$ cat config.mk
export PLATFORM = sky130hd
export DESIGN_NAME = lc3_control
export DESIGN_NICKNAME = d
export VERILOG_FILES = /design/src/rtl/lc3_control.sv
export SDC_FILE = /design/constraint.sdc
export NUM_CORES = 1
export LEC_CHECK = 0
export ABC_AREA = 1
export BUFFER_PORTS_ARGS = -buffer_cell sky130_fd_sc_hd__buf_4
export CAP_MARGIN = 20
export CORE_MARGIN = 10
export CORE_UTILIZATION = 33
export DETAILED_ROUTE_END_ITERATION = 8
export GPL_TIMING_DRIVEN = 0
export SYNTH_ARGS = -nofsm -noshare
export SYNTH_HDL_FRONTEND = slang
export SYNTH_SLANG_ARGS = --single-unit
$ cat constraint.sdc
create_clock -name Clk -period 1.7 [get_ports Clk]
set_input_delay 0.085 -clock Clk [delete_from_list [all_inputs] [get_ports Clk]]
set_output_delay 0.085 -clock Clk [all_outputs]
set_load 0.005 [all_outputs]
$ cat src/rtl/lc3_control.sv
// lc3_control: Moore control FSM for the LC-3 datapath. Sequences fetch/decode/execute
// and the multi-cycle memory handshake, decoding every control from the state register.
module lc3_control #(
    parameter int MEM_WAIT = 2
) (
    input  logic        Clk,
    input  logic        Reset_n,
    input  logic        Run,
    input  logic        Continue,
    input  logic [15:0] IR,
    input  logic        BEN,
    output logic        LD_MAR,
    output logic        LD_MDR,
    output logic        LD_IR,
    output logic        LD_BEN,
    output logic        LD_CC,
    output logic        LD_REG,
    output logic        LD_PC,
    output logic        LD_LED,
    output logic        GatePC,
    output logic        GateMDR,
    output logic        GateALU,
    output logic        GateMARMUX,
    output logic [1:0]  PCMUX,
    output logic [1:0]  ADDR2MUX,
    output logic [1:0]  ALUK,
    output logic        DRMUX,
    output logic        SR1MUX,
    output logic        SR2MUX,
    output logic        ADDR1MUX,
    output logic        MIO_EN,
    output logic        Mem_CE_n,
    output logic        Mem_OE_n,
    output logic        Mem_WE_n,
    output logic [4:0]  state_dbg
);
    typedef enum logic [4:0] {
        S_HALTED, S_FETCH1, S_FETCH2, S_FETCH3, S_DECODE,
        S_ADD, S_AND, S_NOT, S_BR, S_BR_TAKEN, S_JMP, S_JSR1, S_JSR2,
        S_LDR1, S_LDR_SETUP, S_LDR2, S_LDR3,
        S_STR1, S_STR2, S_STR_SETUP, S_STR3,
        S_PAUSE1, S_PAUSE1_WAIT, S_PAUSE2
    } state_t;

    localparam logic [3:0] WAIT_LOAD = 4'(MEM_WAIT - 1);

    state_t     state, state_next;
    logic [3:0] wait_cnt;
    logic       load_wait;
    logic       wait_done;

    // Only the opcode and the immediate-select bit steer this block.
    logic unused_ir;
    assign unused_ir = ^{IR[11:6], IR[4:0]};

    assign wait_done = (wait_cnt == 4'd0);
    assign state_dbg = state;

    always_ff @(posedge Clk or negedge Reset_n) begin
        if (!Reset_n) begin
            state    <= S_HALTED;
            wait_cnt <= 4'd0;
        end else begin
            state <= state_next;
            if (load_wait)
                wait_cnt <= WAIT_LOAD;
            else if (!wait_done)
                wait_cnt <= wait_cnt - 4'd1;
        end
    end

    always_comb begin
        state_next = state;
        case (state)
            S_HALTED:      if (Run) state_next = S_FETCH1;
            S_FETCH1:      state_next = S_FETCH2;
            S_FETCH2:      if (wait_done) state_next = S_FETCH3;
            S_FETCH3:      state_next = S_DECODE;
            S_DECODE: begin
                case (IR[15:12])
                    4'b0000: state_next = S_BR;
                    4'b0001: state_next = S_ADD;
                    4'b0100: state_next = S_JSR1;
                    4'b0101: state_next = S_AND;
                    4'b0110: state_next = S_LDR1;
                    4'b0111: state_next = S_STR1;
                    4'b1001: state_next = S_NOT;
                    4'b1100: state_next = S_JMP;
                    4'b1101: state_next = S_PAUSE1;
                    default: state_next = S_FETCH1;
                endcase
            end
            S_BR:          state_next = BEN ? S_BR_TAKEN : S_FETCH1;
            S_JSR1:        state_next = S_JSR2;
            // One idle cycle lets the new MAR value settle before the strobes drop.
            S_LDR1:        state_next = S_LDR_SETUP;
            S_LDR_SETUP:   state_next = S_LDR2;
            S_LDR2:        if (wait_done) state_next = S_LDR3;
            S_STR1:        state_next = S_STR2;
            S_STR2:        state_next = S_STR_SETUP;
            S_STR_SETUP:   state_next = S_STR3;
            S_STR3:        if (wait_done) state_next = S_FETCH1;
            S_PAUSE1:      state_next = Continue ? S_PAUSE2 : S_PAUSE1_WAIT;
            S_PAUSE1_WAIT: if (Continue) state_next = S_PAUSE2;
            S_PAUSE2:      if (!Continue) state_next = S_FETCH1;
            S_ADD, S_AND, S_NOT, S_BR_TAKEN, S_JMP, S_JSR2, S_LDR3:
                           state_next = S_FETCH1;
            default:       state_next = S_HALTED;
        endcase
    end

    assign load_wait = (state_next != state) &&
                       (state_next inside {S_FETCH2, S_LDR2, S_STR3});

    always_comb begin
        LD_MAR = 1'b0; LD_MDR = 1'b0; LD_IR = 1'b0; LD_BEN = 1'b0;
        LD_CC = 1'b0; LD_REG = 1'b0; LD_PC = 1'b0; LD_LED = 1'b0;
        GatePC = 1'b0; GateMDR = 1'b0; GateALU = 1'b0; GateMARMUX = 1'b0;
        PCMUX = 2'b00; ADDR2MUX = 2'b00; ALUK = 2'b00;
        DRMUX = 1'b0; SR1MUX = 1'b0; SR2MUX = 1'b0; ADDR1MUX = 1'b0;
        MIO_EN = 1'b0;
        Mem_CE_n = 1'b1; Mem_OE_n = 1'b1; Mem_WE_n = 1'b1;
        case (state)
            S_FETCH1: begin GatePC = 1'b1; LD_MAR = 1'b1; LD_PC = 1'b1; end
            S_FETCH2, S_LDR2: begin
                Mem_CE_n = 1'b0; Mem_OE_n = 1'b0; MIO_EN = 1'b1;
                LD_MDR = wait_done;
            end
            S_FETCH3:  begin GateMDR = 1'b1; LD_IR = 1'b1; end
            S_DECODE:  LD_BEN = 1'b1;
            S_ADD, S_AND, S_NOT: begin
                SR2MUX = IR[5]; GateALU = 1'b1; LD_REG = 1'b1; LD_CC = 1'b1;
                ALUK = (state == S_AND) ? 2'b01 : (state == S_NOT) ? 2'b10 : 2'b00;
            end
            S_BR_TAKEN: begin
                ADDR1MUX = 1'b1; ADDR2MUX = 2'b10; PCMUX = 2'b01; LD_PC = 1'b1;
            end
            S_JMP:     begin PCMUX = 2'b01; LD_PC = 1'b1; end
            S_JSR1:    begin GatePC = 1'b1; DRMUX = 1'b1; LD_REG = 1'b1; end
            S_JSR2: begin
                ADDR1MUX = 1'b1; ADDR2MUX = 2'b11; PCMUX = 2'b01; LD_PC = 1'b1;
            end
            S_LDR1, S_STR1: begin ADDR2MUX = 2'b01; GateMARMUX = 1'b1; LD_MAR = 1'b1; end
            S_LDR3:    begin GateMDR = 1'b1; LD_REG = 1'b1; LD_CC = 1'b1; end
            S_STR2: begin
                SR1MUX = 1'b1; ALUK = 2'b11; GateALU = 1'b1; LD_MDR = 1'b1;
            end
            S_STR3:    begin Mem_CE_n = 1'b0; Mem_WE_n = 1'b0; end
            S_PAUSE1:  LD_LED = 1'b1;
            default: ;
        endcase
    end
endmodule

Yosys cells after proc, flatten, opt, wreduce, memory -nomap -nowiden

Memory sizes are Yosys's and may differ from the RTL's.
Index checks and enable logic that the tools add are counted.
W data, S select, Z words.

Input bits: 21
Bits in read-only memories: 80
Flip-flop bits (word level): 9
Output and inout bits: 31
Word-level logic and storage cells: 86
Memories kept: 1

Add/subtract/negate cells: 1
Equal/unequal tests: 28
Reduce and logical (&&, ||, !) cells: 18
Multiplexer cells: 36

Memories:

| name             | words | width | read ports | clocked after Yosys merged registers in | write ports | RTL line | text |
|---|---|---|---|---|---|---|---|
| (name not given) | 16    | 5     | 1          | 0                                       | 0           | 80       | `case (IR[15:12])` |

Operator list:

| operator              | count |
|---|---|
| $pmux W5 S18          | 1 |
| $eq A5 B4 Y1 const B  | 9 |
| $eq A5 B5 Y1 const B  | 9 |
| $mux W5               | 6 |
| $mux W1               | 21 |
| $eq A5 B3 Y1 const B  | 4 |
| $eq A5 B2 Y1 const B  | 3 |
| $mux W4               | 3 |
| $reduce_or A3 Y1      | 4 |
| $reduce_or A4 Y1      | 3 |
| $reduce_or A2 Y1      | 5 |
| $reduce_or A7 Y1      | 1 |
| $pmux W2 S3           | 1 |
| $eq A5 B1 Y1 const B  | 1 |
| $logic_not A5 Y1      | 1 |
| $ne A5 B5 Y1          | 1 |
| $reduce_or A5 Y1      | 1 |
| $logic_not A4 Y1      | 1 |
| $mux W2               | 2 |
| $pmux W2 S2           | 1 |
| $sub A4 B1 Y4 const B | 1 |
| $reduce_bool A3 Y1    | 1 |
| $ne A2 B2 Y1 const B  | 1 |
| $pmux W1 S2           | 1 |
| $logic_and A1 B1 Y1   | 1 |

Logic depth before layout (Yosys ltp)

Gate-level depths: netlist (run 1).

Depth in word-level cells: 7
Depth in mapped cells: 16
Mapped depth without buffers: 16

Worst setup path before layout (run 1)

No wires, ideal clock.

Path type: reg2reg
Start point: register wait_cnt[0]
End point: register wait_cnt[0]
Required time: 1,583 ps
Arrival time: 1,714 ps
Buffers on the path: 0
Slack: -131 ps
Period minus slack after synthesis: 1,831 ps
Cell stages (with the launch flop): 14
Setup time: 117 ps
Cells stage by stage: dfrtp_1 inv_1 ha_1 nand3_1 nand3_1 nand2_1 nor2_2 nand3_2 nand2_1 nand2_1 nor2_1 nand3_2 nand2_1 nand2_1

Cells in the longest elaborated chain, start to end: 7
Elaborated cells between the ends (all ways): 15
Classes of those cells: add/sub: 1; eq/ne: 5; mux: 6; reduce/logical: 3

Ends and longest elaborated chain:

| what                                                     | RTL line    | text |
|---|---|---|
| from (decl)                                              | 48          | `logic [3:0] wait_cnt;` |
| from (signal assigned)                                   | 68          | `wait_cnt <= wait_cnt - 4'd1;` |
| $logic_not A4 Y1 (*)                                     | 56          | `assign wait_done = (wait_cnt == 4'd0);` |
| $mux W5, on equally long branches                        | 102, 77, 98 |  |
| $pmux W5 S18 (*)                                         | 74          | `case (state)` |
| named net state_next[2]                                  | 47          | `state_t state, state_next;` |
| $eq A5 B2 Y1, or another cell as far along               | 113         | `(state_next inside {S_FETCH2, S_LDR2, S_STR3});` |
| $reduce_bool A3 Y1                                       | 113         |  |
| $logic_and A1 B1 Y1 (*)                                  | 112         | `assign load_wait = (state_next != state) &&` |
| $ne A2 B2 Y1 (no line) / $mux W4 (equally long branches) | -           |  |

Mark *: on every way through the listed nets, which the timed path passes. The rest lies on a longest branch. The select of a mux whose other input is x is not followed.
A chain may end at the register's enable or synchronous reset.

Worst setup path in the final report (run 1)

Start point: register state[0] (netlist: state_dbg[0])
End point: register wait_cnt[0]

Cells in the longest elaborated chain, start to end: 7
Elaborated cells between the ends (all ways): 40
Classes of those cells: eq/ne: 28; mux: 8; reduce/logical: 4

Ends and longest elaborated chain:

| what                                                     | RTL line | text |
|---|---|---|
| from (decl)                                              | 47       |  |
| from (signal assigned)                                   | 64       | `state <= state_next;` |
| $eq A5 B3 Y1, or another cell as far along               | 74       |  |
| $reduce_or A7 Y1                                         | 74       |  |
| $pmux W5 S18 (*)                                         | 74       |  |
| named net state_next[2]                                  | 47       |  |
| $eq A5 B2 Y1, or another cell as far along               | 113      |  |
| $reduce_bool A3 Y1                                       | 113      |  |
| $logic_and A1 B1 Y1 (*)                                  | 112      |  |
| $ne A2 B2 Y1 (no line) / $mux W4 (equally long branches) | -        |  |

Mark *: on every way through the listed nets, which the timed path passes. The rest lies on a longest branch.

==> metrics.md, run 1 <==
| Metric | Value |
|---|---|
| Outcome | `finished, violations left` |
| Failing checks | `setup timing` |
| Standby leakage power | `1.27 nW` |
| CP Buf/Inv Count | `2` |
| Fmax | `538 MHz` |
| Final design utilization | `0.612` |
| Count of port buffers added during placement | `39` |
| Sequential-to-total area share from yosys stat | `0.180` |
| CP dominant cell by count | `sky130_fd_sc_hd__nand2_1` |
| Cell breakdown of the critical path | `inv_4 > nor2_4 > buf_12 > o21ai_2 > nand2_2 > nor2_4 > nand3_4 > nand2_1 > nand2_1 > nor2_2 > nand3_2 > nand2_1 > nand2_1` |
| Number of endpoints with negative hold slack in the final report | `0` |
| Syn_area_per_cell | `5.67 µm²` |
| Post-Synth Simple-Gate Area | `0.523` |
| Primary flip-flop cell chosen by synthesis mapping | `sky130_fd_sc_hd__dfrtp_1` |
| Clock-pin slew reported for the worst setup and hold paths after clock tree synthesis | `50 ps` |
| Largest net degree at the start of global routing | `11` |
| Critical path fanouts, max | `6` |
| Number of top-level design ports | `52` |
| Core ar. | `0.00366 mm²` |
| Family of cells with the greatest summed delay on the critical path | `simple AND/OR/NAND/NOR gates` |
| TNS Setup | `-663 ps` |
| Compound-Gate Fraction of Synth Area | `0.0878` |
| Share of post-route cells with drive strength above 1 | `0.531` |
| Fraction of the mapped netlist area in adder cells | `0.0599` |
| Min Tclk post-route | `1860 ps` |
| TritonCTS clock tree | `yes` |
| Warnings from Yosys | `0` |
| Total half-perimeter wirelength after legalization and detailed placement | `3290 µm` |
| Total Power Consumption | `3.33 mW` |
| Clock Tree Buf Depth | `2` |
| Critical Path End Type | `register` |
| Initial core utilization | `0.342` |
| Wire length of the first global-routing pass | `7600 µm` |
| Synth Register Bits | `9` |
| Antenna Nets Post-Route | `0` |
| Arr. time, crit path | `1980 ps` |
| Xor/xnor cell area share of the yosys netlist | `0.00699` |
| Later-pin clock latency in the skew report | `230 ps` |
| Total die area | `0.00666 mm²` |
| Cell area after layout | `0.00224 mm²` |
| Pre-CTS setup slack | `-315 ps` |
| Number of design rule violations left after detail routing | `0` |
| Crit-path max cell delay | `480 ps` |
| Weighted congestion reported at the end of routability-driven placement | `0.909` |
| Setup slack on the worst flop-to-flop path | `-160 ps` |
| Row Count | `22` |
| Mapped Nets | `248` |
| Setup repair after global routing missed its margin | `true` |
| Via count of the first global-routing pass | `1660` |
| Main combinational cell family by area after synthesis | `simple AND/OR/NAND/NOR gates` |
| Peak supply drop | `0.000900 V` |
| Root Buffer Master | `sky130_fd_sc_hd__clkbuf_8` |
| Via/cell ratio | `5.06` |
| Number of violations of the max-capacitance limit | `0` |
| Worst Hold Class | `in -> async` |
| Die height | `81.6 µm` |
| Post-Synthesis Cell Area | `0.00125 mm²` |
| Power per standard cell area | `1490 mW/mm²` |
| Fin worst setup slack | `-160 ps` |
| Capture point of the worst reg-to-reg path | `wait_cnt[0]` |
| Setup violators final | `6` |
| Global route total overflow | `0` |
| Instance area at placement | `0.00162 mm²` |
| Fin crit share | `1.09` |
| Number of flops mapped to enable cells by yosys | `0` |
| Number of distinct library cells after synthesis | `22` |
| Aggregate global-route resource usage | `0.139` |
| Signed area change from the synthesized netlist to the final layout | `78.8%` |
| Initial drt markers | `127` |
| Diodes inserted | `0` |
| Ys async rst share | `1.00` |
| Total via count after detailed routing | `1721` |
| Detailed Route WL | `4970 µm` |
| Detail-routed net length per standard cell | `14.6 µm` |
| Kind of start point of the critical path | `register` |
| Fraction of synthesized area in multiplexers | `0` |
| R2R cell count | `13` |
| Die Wd | `81.6 µm` |
| Cell with the largest stage delay on the worst path | `sky130_fd_sc_hd__dfrtp_2` |
| Count of final max-slew check failures | `0` |
| First-pass DRT Iterations | `4` |
| Sinks on Clock Net | `9` |
| CP Class | `reg -> reg` |
| Clock Skew | `3.07 ps` |
| Number of instances in the synthesized netlist | `221` |
| CP Data Required Time | `1820 ps` |
| Maximum level of the CTS H-tree | `1` |
| Antenna violations before repair | `0` |
| Inserted Clock Buffers | `3` |
| Layout net count | `320` |
| Startpoint of the worst-slack reg-to-reg timing path | `state_dbg[0]` |
[metrics by stage]
step           hold WS, ps  cells
4_1_cts                216    332
5_1_grt                233    340
3_3_place_gp         -87.3    308
6_report               217    340
2_1_floorplan         -211    221
3_5_place_dp         -80.7    308
[registers in the layout (all words and copies together), names as in the netlist]
name / count
state_dbg: 5
wait_cnt: 4
[worst max-delay path by stage]
stage                            start          end  slack, ps  cells after the start
after floorplan            wait_cnt[0]  wait_cnt[0]        -10                     13
after global placement    state_dbg[1]  wait_cnt[0]       -360                     12
after detailed placement  state_dbg[1]  wait_cnt[0]       -320                     12
after CTS                 state_dbg[1]  wait_cnt[0]        -80                     14
after global routing      state_dbg[2]  wait_cnt[0]       -290                     14
final                     state_dbg[0]  wait_cnt[0]       -160                     13
[where the power goes]
part | internal [mW] | switching (mW)
registers | 0.312 | 0.126
logic | 1.18 | 1.47
clock network | 0.163 | 0.0849
[layout make-up]
cell class / instances / area [µm²]
fillers: 352 / 1420
multi-input cells: 169 / 1170
repair buffers: 67 / 551
flip-flops and latches: 9 / 230
inverters: 40 / 160
well taps: 48 / 60.1
clock buffers: 4 / 45.0
plain buffers: 3 / 26.3
[routing by layer]
| layer | part of all wire | GRT usage |
|---|---|---|
| met1 | 0.38 | 0.153 |
| met2 | 0.51 | 0.254 |
| met3 | 0.074 | 0.0393 |
| met4 | 0.036 | 0.0391 |
| met5 | 0 | 0 |
[kinds of logic (layout without fill, tap and decap cells)]
logic type      after synthesis  in the layout
compound gates               21             21
xor+xnor                      1              1
fa+ha+maj                     6              6
buf+inv                      43            114
flops                         9              9
other cells                   1              1
simple gates                140            140
[cells in the final DEF (no fill, tap or decap)]
| cell | Yosys | final |
|---|---|---|
| sky130_fd_sc_hd__nand4_1 | 4 | 4 |
| sky130_fd_sc_hd__dfrtp_2 | 0 | 4 |
| sky130_fd_sc_hd__nor2_4 | 2 | 14 |
| sky130_fd_sc_hd__nand3_2 | 7 | 11 |
| sky130_fd_sc_hd__buf_4 | 1 | 59 |
| sky130_fd_sc_hd__nor3_2 | 0 | 1 |
| sky130_fd_sc_hd__clkinv_4 | 0 | 1 |
| sky130_fd_sc_hd__clkbuf_8 | 0 | 3 |
| sky130_fd_sc_hd__ha_4 | 0 | 1 |
| sky130_fd_sc_hd__clkbuf_1 | 0 | 1 |
| sky130_fd_sc_hd__inv_4 | 0 | 2 |
| sky130_fd_sc_hd__a21oi_4 | 0 | 1 |
| sky130_fd_sc_hd__nand2_1 | 66 | 51 |
| sky130_fd_sc_hd__nand3_4 | 0 | 9 |
| sky130_fd_sc_hd__nor2_2 | 8 | 7 |
| sky130_fd_sc_hd__buf_2 | 1 | 1 |
| sky130_fd_sc_hd__dlygate4sd3_1 | 0 | 1 |
| sky130_fd_sc_hd__nand2_2 | 1 | 13 |
| sky130_fd_sc_hd__inv_1 | 33 | 25 |
| sky130_fd_sc_hd__ha_1 | 6 | 5 |
| sky130_fd_sc_hd__dfrtp_1 | 9 | 5 |
| sky130_fd_sc_hd__nand2_4 | 0 | 3 |
| sky130_fd_sc_hd__inv_2 | 6 | 12 |
| sky130_fd_sc_hd__nor2_1 | 21 | 10 |
| sky130_fd_sc_hd__conb_1 | 1 | 1 |
| sky130_fd_sc_hd__nand3_1 | 29 | 16 |
| sky130_fd_sc_hd__o21ai_1 | 0 | 3 |
| sky130_fd_sc_hd__o31ai_1 | 2 | 2 |
| sky130_fd_sc_hd__a21oi_2 | 0 | 3 |
| sky130_fd_sc_hd__xor2_1 | 1 | 1 |
| sky130_fd_sc_hd__a21oi_1 | 7 | 3 |
| sky130_fd_sc_hd__nor3_1 | 2 | 1 |
| sky130_fd_sc_hd__o21ai_2 | 0 | 1 |
| sky130_fd_sc_hd__buf_12 | 0 | 2 |
| sky130_fd_sc_hd__o21ai_0 | 12 | 8 |
| sky130_fd_sc_hd__buf_6 | 1 | 7 |
[synthesized netlist by cell type (2+ instances only)]
cell type,instances,area [µm²]
sky130_fd_sc_hd__a21oi_1,7,35.0
sky130_fd_sc_hd__dfrtp_1,9,225
sky130_fd_sc_hd__ha_1,6,75.1
sky130_fd_sc_hd__inv_1,33,124
sky130_fd_sc_hd__inv_2,6,22.5
sky130_fd_sc_hd__nand2_1,66,248
sky130_fd_sc_hd__nand3_1,29,145
sky130_fd_sc_hd__nand3_2,7,70.1
sky130_fd_sc_hd__nand4_1,4,25.0
sky130_fd_sc_hd__nor2_1,21,78.8
sky130_fd_sc_hd__nor2_2,8,50.1
sky130_fd_sc_hd__nor2_4,2,22.5
sky130_fd_sc_hd__nor3_1,2,10.0
sky130_fd_sc_hd__o21ai_0,12,60.1
sky130_fd_sc_hd__o31ai_1,2,15.0
[what timing repair did]
item,in CTS,in global routing
hold endpoints to repair,9,0
hold buffers,1,0
buffers inserted,19,8
endpoints found under the setup margin,5,6
resized for setup,69,26
pin swaps,21,15
Note: power is estimated with default switching activity, not from simulation.
==> run 2, diff against run 1 <==
PLACE_DENSITY = 0.72   (was unset)
TNS_END_PERCENT = 1   (was unset)
==> run 2 against run 1 <==
Effect of this change:
- the flow still finishes with violations (setup timing)
- via count down 1.7%
- global-route usage down 0.17 points
- worst hold slack worse by 3.0 ps
- first-iteration DRC count up 30%
- setup slack worse by 41 ps
- cell area down 1.4%
- clock skew down 2.3 ps
- sequential power up 2%
- sequential share of layout area up 0.15 points
- largest cell class unchanged
==> metrics.md, run 2 (synthesized netlist as in run 1, its figures left out) <==
| Metric | Value |
|---|---|
| Share of post-route cells with drive strength above 1 | `0.510 (was 0.531)` |
| Total Power Consumption | `3.27 mW (was 3.33 mW)` |
| Antenna Nets Post-Route | `0 (unchanged)` |
| Root Buffer Master | `sky130_fd_sc_hd__clkbuf_8 (unchanged)` |
| Critical Path End Type | `register (unchanged)` |
| Critical path fanouts, max | `6 (unchanged)` |
| Layout net count | `324 (was 320)` |
| Worst Hold Class | `in -> async (unchanged)` |
| Most common cell after layout, fill and taps aside | `sky130_fd_sc_hd__buf_4 (unchanged)` |
| Via count of the first global-routing pass | `1637 (was 1660)` |
| Detailed Route WL | `4770 µm (was 4970 µm)` |
| Maximum level of the CTS H-tree | `1 (unchanged)` |
| Total die area | `0.00666 mm² (unchanged)` |
| Arr. time, crit path | `2010 ps (was 1980 ps)` |
| Kind of start point of the critical path | `register (unchanged)` |
| Clock Tree Buf Depth | `2 (unchanged)` |
| Setup repair after global routing missed its margin | `true (unchanged)` |
| Setup violators final | `6 (unchanged)` |
| Fin worst setup slack | `-201 ps (was -160 ps)` |
| TritonCTS clock tree | `yes (unchanged)` |
| Via/cell ratio | `4.92 (was 5.06)` |
| Number of top-level design ports | `52 (unchanged)` |
| Core ar. | `0.00366 mm² (unchanged)` |
| Initial drt markers | `165 (was 127)` |
| Later-pin clock latency in the skew report | `230 ps (about the same)` |
| Die Wd | `81.6 µm (unchanged)` |
| Weighted congestion reported at the end of routability-driven placement | `0.937 (was 0.909)` |
| Largest net degree at the start of global routing | `11 (unchanged)` |
| Wire length of the first global-routing pass | `7440 µm (was 7600 µm)` |
| Sequential cell area | `230 µm² (unchanged)` |
| Row Count | `22 (unchanged)` |
| Sinks on Clock Net | `9 (unchanged)` |
| Fmax | `526 MHz (was 538 MHz)` |
| CP Class | `reg -> reg (unchanged)` |
| Outcome | `finished, violations left (unchanged)` |
| Global route total overflow | `0 (unchanged)` |
| Layout fillers | `320 (was 352)` |
| Total via count after detailed routing | `1692 (was 1721)` |
| Number of endpoints with negative hold slack in the final report | `0 (unchanged)` |
| Area occupied by multi-input gates | `0.00111 mm² (was 0.00117 mm²)` |
| Clock Skew | `0.786 ps (was 3.07 ps)` |
| Failing checks | `setup timing (unchanged)` |
| Number of violations of the max-capacitance limit | `0 (unchanged)` |
| Peak supply drop | `0.000873 V (was 0.000900 V)` |
| Antenna violations before repair | `0 (unchanged)` |
| Standby leakage power | `1.25 nW (was 1.27 nW)` |
| Count of final max-slew check failures | `0 (unchanged)` |
| Detail-routed net length per standard cell | `13.9 µm (was 14.6 µm)` |
| Count of port buffers added during placement | `39 (unchanged)` |
| Aggregate global-route resource usage | `0.137 (was 0.139)` |
| CP Data Required Time | `1810 ps (was 1820 ps)` |
| Die height | `81.6 µm (unchanged)` |
| Diodes inserted | `0 (unchanged)` |
| Cell area after layout | `0.00221 mm² (was 0.00224 mm²)` |
| Hold Worst Slack | `214 ps (was 217 ps)` |
| Power per standard cell area | `1480 mW/mm² (was 1490 mW/mm²)` |
| Top library cells by usage in the layout, fill and taps aside | `sky130_fd_sc_hd__buf_4 (63), sky130_fd_sc_hd__nand2_1 (53), sky130_fd_sc_hd__inv_1 (27), sky130_fd_sc_hd__nand3_1 (16) (was sky130_fd_sc_hd__buf_4 (59), sky130_fd_sc_hd__nand2_1 (51), sky130_fd_sc_hd__inv_1 (25), sky130_fd_sc_hd__nand3_1 (16), sky130_fd_sc_hd__nor2_4 (14))` |
| Min Tclk post-route | `1900 ps (was 1860 ps)` |
| Initial core utilization | `0.342 (unchanged)` |
| Total half-perimeter wirelength after legalization and detailed placement | `3130 µm (was 3290 µm)` |
| Number of design rule violations left after detail routing | `0 (unchanged)` |
| Inserted Clock Buffers | `3 (unchanged)` |
| First-pass DRT Iterations | `4 (unchanged)` |
| Signed area change from the synthesized netlist to the final layout | `76.3% (was 78.8%)` |
| Max reg flops | `5 (unchanged)` |
| Fin crit share | `1.12 (was 1.09)` |
| Clock-pin slew reported for the worst setup and hold paths after clock tree synthesis | `40 ps (was 50 ps)` |
| Instance area at placement | `0.00162 mm² (unchanged)` |
## run 2: cell types whose count changed in the layout (fill, tap and decap cells not counted), moves of 2 or more
| cell | change |
|---|---|
| sky130_fd_sc_hd__nor2_1 | +4 |
| sky130_fd_sc_hd__inv_1 | +2 |
| sky130_fd_sc_hd__nand3_2 | +3 |
| sky130_fd_sc_hd__buf_4 | +4 |
| sky130_fd_sc_hd__inv_2 | -2 |
| sky130_fd_sc_hd__nor2_4 | -3 |
| sky130_fd_sc_hd__nand3_4 | -3 |
| sky130_fd_sc_hd__nand2_1 | +2 |
## run 2: worst max-delay path, cell delays in order, from the launching register on
cell	delay (ps)
sky130_fd_sc_hd__dfrtp_2	490
sky130_fd_sc_hd__nor2_4	200
sky130_fd_sc_hd__buf_4	160
sky130_fd_sc_hd__nand3_1	80
sky130_fd_sc_hd__nor3_1	300
sky130_fd_sc_hd__a21oi_1	140
sky130_fd_sc_hd__nand2_1	140
sky130_fd_sc_hd__nand3_2	110
sky130_fd_sc_hd__nand2_4	110
sky130_fd_sc_hd__a21oi_2	60
## run 2: layer usage
layer / GRT usage / part of all wire / vias to the layer above
li1: - / - / 850
met1: 0.153 / 0.39 / 763
met2: 0.245 / 0.49 / 61
met3: 0.0349 / 0.082 / 18
met4: 0.0527 / 0.037 / 0
met5: 0 / 0 / -
## run 2: layout make-up
class	instances	area share
Inverter	40	0.0707
Sequential cell	9	0.104
Multi-Input combinational cell	169	0.503
Buffer	3	0.0136
Timing Repair Buffer	71	0.261
Tap cell	48	0.0272
Clock buffer	4	0.0204
## run 2: stage by stage
step | setup slack (ps) | setup TNS, ps | util | std cells
floorplan | -12.9 | -12.9 | - | 221
global placement | -303 | -1180 | 0.443 | 308
detailed placement | -305 | -1200 | 0.443 | 308
CTS | -120 | -450 | 0.555 | 337
global route | -311 | -1540 | 0.604 | 344
finish | -201 | -801 | 0.604 | 344
## run 2: path summary, 6_finish.rpt
path	slack, ps	depth (start not counted)	endpoint	startpoint
worst max-delay path	-200	9	wait_cnt[3]	state_dbg[0]
worst min-delay path	210	2	wait_cnt[3]	Reset_n
worst max register to register	-200	9	wait_cnt[3]	state_dbg[0]
worst min register to register	610	2	wait_cnt[1]	wait_cnt[1]
max in group asynchronous	1340	2	state_dbg[3]	Reset_n
min in group Clk	270	5	state_dbg[0]	Continue
## run 2: what timing repair did
action | 4_1_cts | 5_1_grt
pin swaps | 18 | 18
setup buffers | 23 | 7
setup endpoints to repair | 5 | 7
cloned | 1 | 0
hold buffers | 1 | 0
hold endpoints to repair | 9 | 0
gates resized for setup | 44 | 34
## run 2: report_power, final
part           internal, mW  switching [mW]  total [mW]
registers             0.312           0.132       0.445
clock network         0.163          0.0845       0.248
logic                  1.12            1.46        2.58
total                  1.60            1.68        3.27
==> run 3, diff against run 2 <==
SKIP_LAST_GASP = 1   (was unset)
==> run 3 against run 2 <==
Effect of this change:
- the flow still finishes with violations (setup timing)
- clock-buffer cell count is the same
- non-clock buffer count is the same
- via count shrank 0.18%
- sequential cell count is the same
- critical path depth is the same
- cell area shrank 0.57%
- register-to-register slack is essentially flat
- setup slack gained 4.4 ps
- final cell count is the same
- routed wire length shrank 1.3%
- critical path type unchanged
- largest power group unchanged
==> metrics.md, run 3 (synthesized netlist as in run 1, its figures left out) <==
| Metric | Value |
|---|---|
| Power per standard cell area | `1480 mW/mm² (about the same)` |
| CP Buf/Inv Count | `1 (unchanged)` |
| Total via count after detailed routing | `1689 (was 1692)` |
| Weighted congestion reported at the end of routability-driven placement | `0.937 (unchanged)` |
| Total Power Consumption | `3.25 mW (was 3.27 mW)` |
| Signed area change from the synthesized netlist to the final layout | `75.3% (was 76.3%)` |
| Number of violations of the max-capacitance limit | `0 (unchanged)` |
| WP depth | `9 (unchanged)` |
| Detail-routed net length per standard cell | `13.7 µm (was 13.9 µm)` |
| Fin crit share | `1.12 (about the same)` |
| Layout net count | `324 (unchanged)` |
| R2R cell count | `9 (unchanged)` |
| Wire length of the first global-routing pass | `7440 µm (unchanged)` |
| Global route total overflow | `0 (unchanged)` |
| Critical path fanouts, max | `6 (unchanged)` |
| Count of final max-slew check failures | `0 (unchanged)` |
| Cell with the largest stage delay on the worst path | `sky130_fd_sc_hd__dfrtp_2 (unchanged)` |
| Inserted Clock Buffers | `3 (unchanged)` |
| Later-pin clock latency in the skew report | `230 ps (about the same)` |
| Number of top-level design ports | `52 (unchanged)` |
| Clock-pin slew reported for the worst setup and hold paths after clock tree synthesis | `40 ps (about the same)` |
| Clock Tree Buf Depth | `2 (unchanged)` |
| Initial core utilization | `0.342 (unchanged)` |
| Sinks on Clock Net | `9 (unchanged)` |
| Family of cells with the greatest summed delay on the critical path | `simple AND/OR/NAND/NOR gates (unchanged)` |
| CP Class | `reg -> reg (unchanged)` |
| TNS Setup | `-777 ps (was -801 ps)` |
| Clock Skew | `0.771 ps (was 0.786 ps)` |
| Core ar. | `0.00366 mm² (unchanged)` |
| Row Count | `22 (unchanged)` |
| Layout fillers | `321 (was 320)` |
| Max reg flops | `5 (unchanged)` |
| Worst Hold Class | `in -> async (unchanged)` |
| Failing checks | `setup timing (unchanged)` |
| Total half-perimeter wirelength after legalization and detailed placement | `3130 µm (unchanged)` |
| Cell breakdown of the critical path | `nor2_4 > buf_4 > nand3_1 > nor3_1 > a21oi_1 > nand2_1 > nand3_2 > nand2_4 > a21oi_2 (unchanged)` |
| Kind of start point of the critical path | `register (unchanged)` |
| Hold Worst Slack | `214 ps (about the same)` |
| Maximum level of the CTS H-tree | `1 (unchanged)` |
| Antenna violations before repair | `0 (unchanged)` |
| Share of post-route cells with drive strength above 1 | `0.510 (unchanged)` |
| Initial drt markers | `169 (was 165)` |
| Count of port buffers added during placement | `39 (unchanged)` |
| Total die area | `0.00666 mm² (unchanged)` |
| Die Wd | `81.6 µm (unchanged)` |
| Via count of the first global-routing pass | `1641 (was 1637)` |
| Diodes inserted | `0 (unchanged)` |
| TritonCTS clock tree | `yes (unchanged)` |
| Largest net degree at the start of global routing | `11 (unchanged)` |
| Final design utilization | `0.600 (was 0.604)` |
| Fin worst setup slack | `-196 ps (was -201 ps)` |
| Aggregate global-route resource usage | `0.137 (unchanged)` |
| Critical Path End Type | `register (unchanged)` |
| Peak supply drop | `0.000875 V (was 0.000873 V)` |
| Outcome | `finished, violations left (unchanged)` |
| Antenna Nets Post-Route | `0 (unchanged)` |
| Min Tclk post-route | `1900 ps (about the same)` |
| Number of endpoints with negative hold slack in the final report | `0 (unchanged)` |
| Top library cells by usage in the layout, fill and taps aside | `sky130_fd_sc_hd__buf_4 (65), sky130_fd_sc_hd__nand2_1 (53), sky130_fd_sc_hd__inv_1 (27), sky130_fd_sc_hd__nand3_1 (16) (was sky130_fd_sc_hd__buf_4 (63), sky130_fd_sc_hd__nand2_1 (53), sky130_fd_sc_hd__inv_1 (27), sky130_fd_sc_hd__nand3_1 (16))` |
| First-pass DRT Iterations | `4 (unchanged)` |
| Detailed Route WL | `4700 µm (was 4770 µm)` |
| Setup violators final | `6 (unchanged)` |
| Standby leakage power | `1.25 nW (about the same)` |
| Crit-path max cell delay | `490 ps (about the same)` |
| CP Data Required Time | `1810 ps (about the same)` |
| Setup repair after global routing missed its margin | `true (unchanged)` |
| Die height | `81.6 µm (unchanged)` |
| Via/cell ratio | `4.91 (was 4.92)` |
| Arr. time, crit path | `2000 ps (was 2010 ps)` |
| Root Buffer Master | `sky130_fd_sc_hd__clkbuf_8 (unchanged)` |
| Number of design rule violations left after detail routing | `0 (unchanged)` |
| Fmax | `527 MHz (was 526 MHz)` |
| Pre-CTS setup slack | `-305 ps (unchanged)` |
| Most common cell after layout, fill and taps aside | `sky130_fd_sc_hd__buf_4 (unchanged)` |
-- run 3: repair_timing --
item                                    CTS  global route
setup buffers                            23             7
hold endpoints to repair                  9             0
gates resized for setup                  43            31
endpoints found under the setup margin    5             7
hold buffers                              1             0
cloned                                    1             0
pin swaps                                18            18
-- run 3: final cells by class --
type                    count  area [µm²]  share of cell area
clock buffers               4        45.0              0.0205
well taps                  48        60.1              0.0273
inverters                  40         156              0.0711
repair buffers             71         569               0.259
plain buffers               3        30.0              0.0137
flip-flops and latches      9         230               0.105
multi-input cells         169        1110               0.504
-- run 3: path summary, 6_finish.rpt --
kind | start | end | slack, ps
max in group asynchronous | Reset_n | state_dbg[3] | 1340
max reg2reg | state_dbg[0] | wait_cnt[3] | -200
min | Reset_n | wait_cnt[3] | 210
min in group Clk | Continue | state_dbg[0] | 270
min reg2reg | wait_cnt[1] | wait_cnt[1] | 610
max | state_dbg[0] | wait_cnt[3] | -200
-- run 3: where the power goes --
group | switching, mW | internal [mW] | leakage (nW)
Clock | 0.0847 | 0.163 | 0.0228
Sequential | 0.134 | 0.312 | 0.109
Combinational | 1.44 | 1.11 | 1.12
-- run 3: stage by stage --
stage          instance area (µm²)  cells
4_1_cts                       2030    337
6_report                      2200    344
3_5_place_dp                  1620    308
2_1_floorplan                 1270    221
5_1_grt                       2200    344
3_3_place_gp                  1620    308
-- run 3: routing by layer --
layer  vias up  track usage  share of wire
li1        850            -              -
met1       755        0.153           0.39
met2        66        0.245           0.49
met3        18       0.0349          0.078
met4         0       0.0527          0.034
met5         -            0              0
